[config.mk]
export PLATFORM = sky130hd
export DESIGN_NAME = regwb_arbiter
export DESIGN_NICKNAME = d
export VERILOG_FILES = /design/src/rtl/kgp_pkg.sv /design/src/rtl/rr_pick3.sv /design/src/rtl/regwb_arbiter.sv
export SDC_FILE = /design/constraint.sdc
export NUM_CORES = 1
export LEC_CHECK = 0
export CAP_MARGIN = 20
export CORE_MARGIN = 3
export CORE_UTILIZATION = 38
export DETAILED_ROUTE_END_ITERATION = 16
export HOLD_SLACK_MARGIN = 0.12
export PLACE_DENSITY = 0.75
export SETUP_SLACK_MARGIN = 0.1
export SLEW_MARGIN = 30
export SYNTH_ARGS = -nofsm -noshare
export SYNTH_HDL_FRONTEND = slang
export SYNTH_SLANG_ARGS = --single-unit
[constraint.sdc]
create_clock -name clk -period 5.3 [get_ports clk]
set_clock_uncertainty 0.15 [all_clocks]
set_input_delay 0.795 -clock clk [delete_from_list [all_inputs] [get_ports clk]]
set_output_delay 0.795 -clock clk [all_outputs]
set_load 0.02 [all_outputs]
[src/rtl/kgp_pkg.sv]
// rtl/kgp_pkg.sv - shared write-back select codes and register-file widths
package kgp_pkg;

    localparam int DATA_W = 32;
    localparam int ADDR_W = 5;

    localparam logic [1:0] WB_SEL_RD = 2'd0;
    localparam logic [1:0] WB_SEL_RT = 2'd1;
    localparam logic [1:0] WB_SEL_RA = 2'd2;

    localparam logic [4:0] REG_RA = 5'd31;

endpackage

[src/rtl/rr_pick3.sv]
// rtl/rr_pick3.sv - three-way round-robin pick starting at a pointer
module rr_pick3
    import kgp_pkg::*;
(
    input  logic [2:0] req,
    input  logic [1:0] ptr,
    output logic [2:0] grant,
    output logic [1:0] idx,
    output logic       found
);

    logic [1:0] p0;
    logic [1:0] p1;
    logic [1:0] p2;

    // Scan order: ptr, ptr+1, ptr+2 (mod 3); an out-of-range pointer scans from 0
    always_comb begin
        p0 = WB_SEL_RD;
        p1 = WB_SEL_RT;
        p2 = WB_SEL_RA;
        case (ptr)
            2'd1: begin
                p0 = WB_SEL_RT;
                p1 = WB_SEL_RA;
                p2 = WB_SEL_RD;
            end
            2'd2: begin
                p0 = WB_SEL_RA;
                p1 = WB_SEL_RD;
                p2 = WB_SEL_RT;
            end
            default: ;
        endcase
    end

    // First valid requester in scan order wins
    always_comb begin
        idx   = WB_SEL_RD;
        found = 1'b0;
        grant = 3'b000;
        if (req[p0]) begin
            idx   = p0;
            found = 1'b1;
        end else if (req[p1]) begin
            idx   = p1;
            found = 1'b1;
        end else if (req[p2]) begin
            idx   = p2;
            found = 1'b1;
        end
        if (found) begin
            grant = 3'(3'b001 << idx);
        end
    end

endmodule

[src/rtl/regwb_arbiter.sv]
// rtl/regwb_arbiter.sv - round-robin write-back port scheduler with one-entry output stage
module regwb_arbiter #(
    parameter int DATA_W = 32,
    parameter int ADDR_W = 5,
    parameter int CNT_W  = 16
) (
    input  logic              clk,
    input  logic              rst,
    input  logic [2:0]        req_valid,
    input  logic [ADDR_W-1:0] req_addr0,
    input  logic [ADDR_W-1:0] req_addr1,
    input  logic [ADDR_W-1:0] req_addr2,
    input  logic [DATA_W-1:0] req_data0,
    input  logic [DATA_W-1:0] req_data1,
    input  logic [DATA_W-1:0] req_data2,
    output logic [2:0]        req_ready,
    input  logic              wr_stall,
    input  logic              flush,
    output logic              wr_en,
    output logic [1:0]        wr_sel,
    output logic [ADDR_W-1:0] wr_addr,
    output logic [DATA_W-1:0] wr_data,
    output logic              busy,
    output logic [CNT_W-1:0]  conflict_cnt
);

    import kgp_pkg::*;

    logic              out_valid;
    logic [1:0]        rr_ptr;
    logic [2:0]        pick_grant;
    logic [1:0]        pick_idx;
    logic              pick_found;
    logic              can_accept;
    logic              take;
    logic              conflict;
    logic [ADDR_W-1:0] sel_addr;
    logic [DATA_W-1:0] sel_data;

    rr_pick3 u_pick (
        .req   (req_valid),
        .ptr   (rr_ptr),
        .grant (pick_grant),
        .idx   (pick_idx),
        .found (pick_found)
    );

    // Stage is free, or its write drains this cycle; flush blocks any accept
    always_comb begin
        can_accept = !flush && (!out_valid || !wr_stall);
        take       = !rst && can_accept && pick_found;
        req_ready  = take ? pick_grant : 3'b000;
        wr_en      = !rst && out_valid && !wr_stall && !flush;
        busy       = out_valid;
        conflict   = (req_valid[0] & req_valid[1]) |
                     (req_valid[0] & req_valid[2]) |
                     (req_valid[1] & req_valid[2]);
    end

    // Route the granted requester's address and data into the stage
    always_comb begin
        sel_addr = req_addr0;
        sel_data = req_data0;
        case (pick_idx)
            WB_SEL_RT: begin
                sel_addr = req_addr1;
                sel_data = req_data1;
            end
            WB_SEL_RA: begin
                sel_addr = req_addr2;
                sel_data = req_data2;
            end
            default: ;
        endcase
    end

    // Output stage: flush clears, accept loads (replacing a committing write), commit alone empties
    always_ff @(posedge clk or posedge rst) begin
        if (rst) begin
            out_valid <= 1'b0;
            wr_sel    <= WB_SEL_RD;
            wr_addr   <= '0;
            wr_data   <= '0;
        end else if (flush) begin
            out_valid <= 1'b0;
        end else if (take) begin
            out_valid <= 1'b1;
            wr_sel    <= pick_idx;
            wr_addr   <= sel_addr;
            wr_data   <= sel_data;
        end else if (wr_en) begin
            out_valid <= 1'b0;
        end
    end

    // Pointer moves just past the winner on each accept
    always_ff @(posedge clk or posedge rst) begin
        if (rst) begin
            rr_ptr <= 2'd0;
        end else if (take) begin
            rr_ptr <= (pick_idx == 2'd2) ? 2'd0 : pick_idx + 2'd1;
        end
    end

    // Saturating count of cycles with two or more requests pending
    always_ff @(posedge clk or posedge rst) begin
        if (rst) begin
            conflict_cnt <= '0;
        end else if (conflict && (conflict_cnt != {CNT_W{1'b1}})) begin
            conflict_cnt <= conflict_cnt + CNT_W'(1);
        end
    end

endmodule
==> metrics.cfg <==
[synthesis]
post_synth_inst_count = 327
syn_avg_cell_area_um2 = 10.2
synth-seq-area-share_pct = 43.5
number_of_register_bits_inferred_by_synthesis = 58
synth.yosys.warnings = 0
synth.cell_area_um2 = 3340
netlist-cell-type-count = 41
synthesis.nets = 453

[placed_design]
place_area_um2 = 5180
portBuffers = 177
post-dp-hpwl_um = 7560
gp_routability_congestion = 0.782

[worst_setup_path]
cp_slowest_cell = clkdlybuf4s50_1
critPathCaptureType = output pin
critical_path.max_stage_delay_ns = 0.61
crit_top_cell = clkdlybuf4s50_1
register_to_register_setup_slack_ns = 2.16
cpLargestDelayFamily = buffers and inverters
r2r_cells = 9
worst-path-max-fanout = 38
critical_path.reg2reg.startpoint = rr_ptr[0]$_DFFE_PP0P_
critPathBufInv = 3
timing.setup.critical_path_class = input pin to output pin
crit-reg2reg-capture = wr_data[21]$_DFFE_PP0P_
cp_cell_sequence = clkdlybuf4s50_1 > nand2b_1 > a211oi_1 > o21ai_0 > ha_1 > buf_4 > and2_1 > clkdlybuf4s50_1
start_kind = input pin
arrival_ns = 3.52
worstPathRequired_ns = 4.36

[finish]
insertedDiodeCount = 0
fillers = 693
layout.cells.most_common = clkdlybuf4s50_1
finish.instance_area_um2 = 5400
syn_to_final_growth_pct = 61.8
num-nets-final = 626
layout.core_utilization_pct = 64.4
layout_common_cells = clkdlybuf4s50_1 (177), dfrtp_1 (58), nor2_1 (42)
final_layout_size_suffix_gt1_share_pct = 13.7

[sta]
final.min_clock_period_ns = 4.46
timing.max_slew.rel_slack_pct = 57.3
fmaxAchievable_mhz = 224
final.period_utilization_pct = 84.2
finalSetupViolCount = 0
hold_ws_ns = 0.350
slew_violations = 0
rsz_0062_raised_after_global_routing = no
timing_hold_violations_final = 0
max_slew.worst_pin.slew_ns = 0.633
final_total_negative_setup_slack_ns = 0

[drt]
firstDrtPassIters = 4
ant_nets = 0
wl_per_cell_um = 16.3
wirelength_um = 9940
via_count = 3178
post_drt_via_cell_ratio = 5.21
drc = 0
starting_drt_drc_count = 69

[floorplan]
std_cell_rows = 33
die_height_um = 99.7
floorplan.io_pins = 178
die-width_um = 99.7
coreArea_um2 = 8380
initial_core_util_pct = 39.8
fp.dieArea_um2 = 9940

[clock_tree]
clk_transition_reported_paths_ns = 0.07
cts-hold-fix-buffers = 0
tritoncts_num_sinks = 58
inserted_clock_buffers = 9
postCtsResizedCells = 0
cts_buffer_depth = 2
htreeDepth = 3
cts.root.buffer_cell = clkbuf_8
post_cts_setup_bufs = 0
clk_latency_ns = 0.32
tritoncts_clock_tree = done

[global_route]
met3_usage_pct = 5.33
first_global_vias = 3317
grt_antenna_before_repair = 0
maximum_number_of_pins_on_one_net_before_global_route_repair = 42
gr-usage-met2_pct = 33.5
wire_length_of_the_first_global_routing_pass_um = 15800
grt_overflow = 0
groute.usage.overall_pct = 19.6
global_route.usage.met1_pct = 24.2
grt_busiest_layer = met2

[min_path]
worst_hold_path.num_cells = 1
timing.hold.worst.start = conflict_cnt[15]$_DFFE_PP0P_
worstHoldPathType = flip-flop to flip-flop
timing.hold.worst_endpoint = conflict_cnt[15]$_DFFE_PP0P_

[outcome]
status = completed

[flow_run]
maxCapViolCount = 0

[power_and_ir_drop]
power.leakage_nw = 2.22
irDropWorstVdd_uv = 263
pwr_density_cell_nw_per_um2 = 525

-- per-layer routing --
metal | wire, µm | up-vias
met5 | 0 | -
met4 | 113 | 0
met3 | 841 | 10
met2 | 4770 | 135
met1 | 4210 | 1495
li1 | - | 1538
-- cell families (layout without fill, tap and decap cells) --
| group | count (synthesis) | count (layout) | synth area share, % |
|---|---|---|---|
| muxes | 42 | 42 | 15.1 |
| adders and majority gates | 10 | 10 | 3.60 |
| DFF | 58 | 58 | 43.5 |
| AOI/OAI and AO/OA | 96 | 96 | 18.6 |
| buffers and inverters | 33 | 211 | 4.61 |
| xor gates and xnor gates | 12 | 12 | 3.15 |
| and+or+nand+nor | 76 | 76 | 11.4 |
-- per-stage QoR --
| stage | setup slack (ns) | instances | total power [W] |
|---|---|---|---|
| after floorplan | 1.87 | 327 | 0.00174 |
| after global placement | 0.935 | 594 | 0.00237 |
| after detailed placement | 0.789 | 594 | 0.00241 |
| after CTS | 0.789 | 610 | 0.00287 |
| after global routing | 0.633 | 610 | 0.00304 |
| final | 0.836 | 610 | 0.00283 |
-- synthesized netlist by cell type, drive strengths merged --
cell    instances  area share, %
dfrtp          58             44
nor2           42            4.7
a21oi          40            6.0
mux2           40             15
a22oi          37            8.3
clkbuf         16            1.8
inv            12            1.4
xor2            9            2.4
ha              8            3.0
nor4            6            1.1
a211oi          5            1.1
and2            5           0.94
buf             5            1.5
nand3           5           0.75
nand2           4           0.45
nor3            4            1.3
o21ai           4           0.71
nand4           3           0.75
xnor2           3           0.79
a31oi           2           0.38
maj3            2           0.60
mux2i           2           0.60
nor2b           2           0.38
or2             2           0.38
a21boi          1           0.23
and3            1           0.19
nand2b          1           0.19
nor4b           1           0.26
o211a           1           0.30
o211ai          1           0.23
o21a            1           0.23
o21bai          1           0.23
o31a            1           0.26
o32a            1           0.34
o41ai           1           0.26
-- report_power, final --
part           leakage (nW)  total [W]  internal, W  switching, W
clock network         0.109   0.000447     0.000276      0.000171
logic                  1.42    0.00163     0.000800      0.000828
registers             0.700   0.000757     0.000634      0.000123
-- final cells by class --
cell class / count / area (µm²) / share of cell area, %
clock buffer: 11 / 141 / 2.62
clock inverter: 5 / 77.6 / 1.44
inverter: 12 / 45.0 / 0.835
multi-input combinational: 236 / 1730 / 32.1
sequential: 58 / 1450 / 26.9
tap: 105 / 131 / 2.43
timing repair buffer: 183 / 1820 / 33.7
-- flip-flops by register name, indices dropped and copies added, names as in the netlist --
signal,cells
conflict_cnt,16
wr_sel,2
busy,1
wr_addr,5
rr_ptr,2
wr_data,32
-- worst max-delay path by stage --
stage	from	end	slack, ns	depth (start not counted)
5_1_grt	req_valid[0]	req_ready[1]	0.63	8
2_1_floorplan	req_valid[0]	req_ready[2]	1.87	7
3_5_place_dp	req_valid[0]	req_ready[1]	0.79	8
4_1_cts	req_valid[0]	req_ready[1]	0.79	8
3_3_place_gp	req_valid[0]	req_ready[1]	0.93	8
6_report	req_valid[0]	req_ready[1]	0.84	8
(Power assumes the default switching activity.)
==> patch (config.mk and constraints unchanged) <==
`ADDR_W` is set to 5 in 2 places; all go to 7.
--- a/src/rtl/kgp_pkg.sv
+++ b/src/rtl/kgp_pkg.sv
@@ -3,5 +3,5 @@
 
     localparam int DATA_W = 32;
-    localparam int ADDR_W = 5;
+    localparam int ADDR_W = 7;
 
     localparam logic [1:0] WB_SEL_RD = 2'd0;
--- a/src/rtl/regwb_arbiter.sv
+++ b/src/rtl/regwb_arbiter.sv
@@ -2,5 +2,5 @@
 module regwb_arbiter #(
     parameter int DATA_W = 32,
-    parameter int ADDR_W = 5,
+    parameter int ADDR_W = 7,
     parameter int CNT_W  = 16
 ) (
Interface: changed (resized req_addr0, req_addr1, req_addr2 and wr_addr); port bits go from 178 to 186. No check against the original RTL was run, so the function may have changed too.
==> patch against the unedited design <==
- final area rose by 4.3%
- count of clock-buffer cells in the layout rose by 1
- register-to-register slack got worse by 0.11 ns
- total power rose by 3.9%
- fmax rose by 7.8%
- setup slack improved by 0.32 ns
- clock power rose by 6.7%
- sequential cell count rose by 2
- area after synthesis rose by 3.8%
- die area rose by 3.5%
- routed wire length rose by 2.1%
- first-iteration DRC count rose by 25%
- largest cell class unchanged
- largest power group unchanged
- highest routed layer unchanged
==> patch: results (changes against the unedited design) <==
** Finish
- The final net count was 649 (+3.7%).
- The fraction of cell area in non-clock buffers came to 33.9% (+0.26 points).
- Share of the final layout cell area in multi-input gates :: 31.9% (-0.23 points)
- Nonclk inv count :: 14 (+2)
- The multi-input gate count is 241 (+2.1%).
- Sequential cell area share :: 26.7% (-0.22 points)
- Final-layout fill cell count :: 749 (+8.1%)
- Clock buffer instance count of the final layout :: 12 (+1)
- The fraction of area in clock buffers and inverters came to 4.18% (+0.12 points).
- Registers with the most flip-flops :: wr_data x32, conflict_cnt x16, wr_addr x7
- The count of buffers not belonging to the clock network in the layout is 191 (+4.4%).

** Run status
- The flow ran to the end, and the final reports show no timing, DRC or antenna violations.

** Placement
- The number of port buffers is 185 (+4.5%).
- The weighted congestion at the end of routability-driven global placement came to 0.835 (+6.9%).
- The half-perimeter wire length of the detailed placement result is 7.66 mm (+1.3%).

** Route
- Average routed wire per standard cell :: 16.1 um (-1.1%)
- The DRC violation total after the first TritonRoute iteration came to 86 (+25%).
- The post-detailed-route via-to-cell ratio came to 5.19 (-0.40%).

** Global route
- The maximum number of pins on one net before global-route repair was 51 (+21%).
- The first-pass GRT wire length is 15.5 mm (-1.5%).
- Vias in the first global route :: 3210 (-3.2%)
- The overall global routing resource usage was 19.1% (-0.57 points).

** Clocking
- The H-tree depth is 3 (unchanged).

** Worst setup path
- R2R cell count :: 10 (+1)
- Setup slack, reg-to-reg :: 2.05 ns (-0.11 ns)
- The arrival time reported for the critical path endpoint came to 3.20 ns (-0.32 ns).
- Reg-to-Reg End :: wr_data[13]
- The longest individual stage delay on the worst path came to 0.56 ns (-0.05 ns).
- The largest fanout of any net on the critical path is 5 (-87%).

** Worst hold path
- Capture endpoint of the worst hold path :: wr_data[10]
- Hold path startpoint :: wr_data[10]

** Yosys
- List of most frequent post-synthesis cells :: dfrtp_1 (60), nor2_1 (44), a21oi_1 (43), mux2_2 (40), a22oi_1 (39)
- By area the synthesized netlist is led by dfrtp_1 (43%), mux2_2 (13%), a22oi_1 (8.5%), a21oi_1 (6.2%), nor2_1 (4.8%).
- Post-synthesis sequential element count :: 60 (+3.4%)
- Synth cell types :: 43 (+4.9%)

** Timing
- Minimum setup slack in the final design :: 1.16 ns (+0.323 ns)
- The transition at the pin with the smallest max-transition slack was 0.664 ns (+0.0311 ns).

** Power
- Power dissipated in sequential cells :: 0.780 mW (+3.0%)
- Peak ir drop on the vdd network :: 256 uV (-2.8%)
- The clock distribution power came to 0.477 mW (+6.7%).
- The static power due to leakage is 2.29 nW (+3.1%).
- The power density relative to cell area came to 523 nW/um^2 (-0.41%).
patch: changes by cell type in the layout (fill, tap and decap cells not counted), moves of 3 or more:
| cell | delta |
|---|---|
| clkdlybuf4s50_1 | +8 |
| mux2_1 | +3 |
| mux2_4 | -9 |
| a21oi_1 | +3 |
| mux2_2 | +9 |
| nor4_1 | -5 |
patch: per-layer routing:
layer	share of wire (%)	track usage (%)
met2	49	32.9
met5	0	0
met1	39	22.1
met3	11	7.16
met4	0.87	5.62
patch: metrics by stage:
step	area [um^2]	std cells	hold slack [ns]
2_1_floorplan	3460	337	0.335
3_5_place_dp	5390	614	0.324
6_report	5630	630	0.335
5_1_grt	5630	630	0.368
3_3_place_gp	5390	614	0.317
4_1_cts	5630	630	0.339
patch: kinds of logic after synthesis:
logic type                 count (synthesis)  synth area share [%]
AOI/OAI and AO/OA                        100                  19.4
xor gates and xnor gates                  12                  3.04
adders and majority gates                 10                  3.47
buffers and inverters                     36                  4.84
DFF                                       60                  43.4
muxes                                     45                  14.6
and+or+nand+nor                           74                  11.3
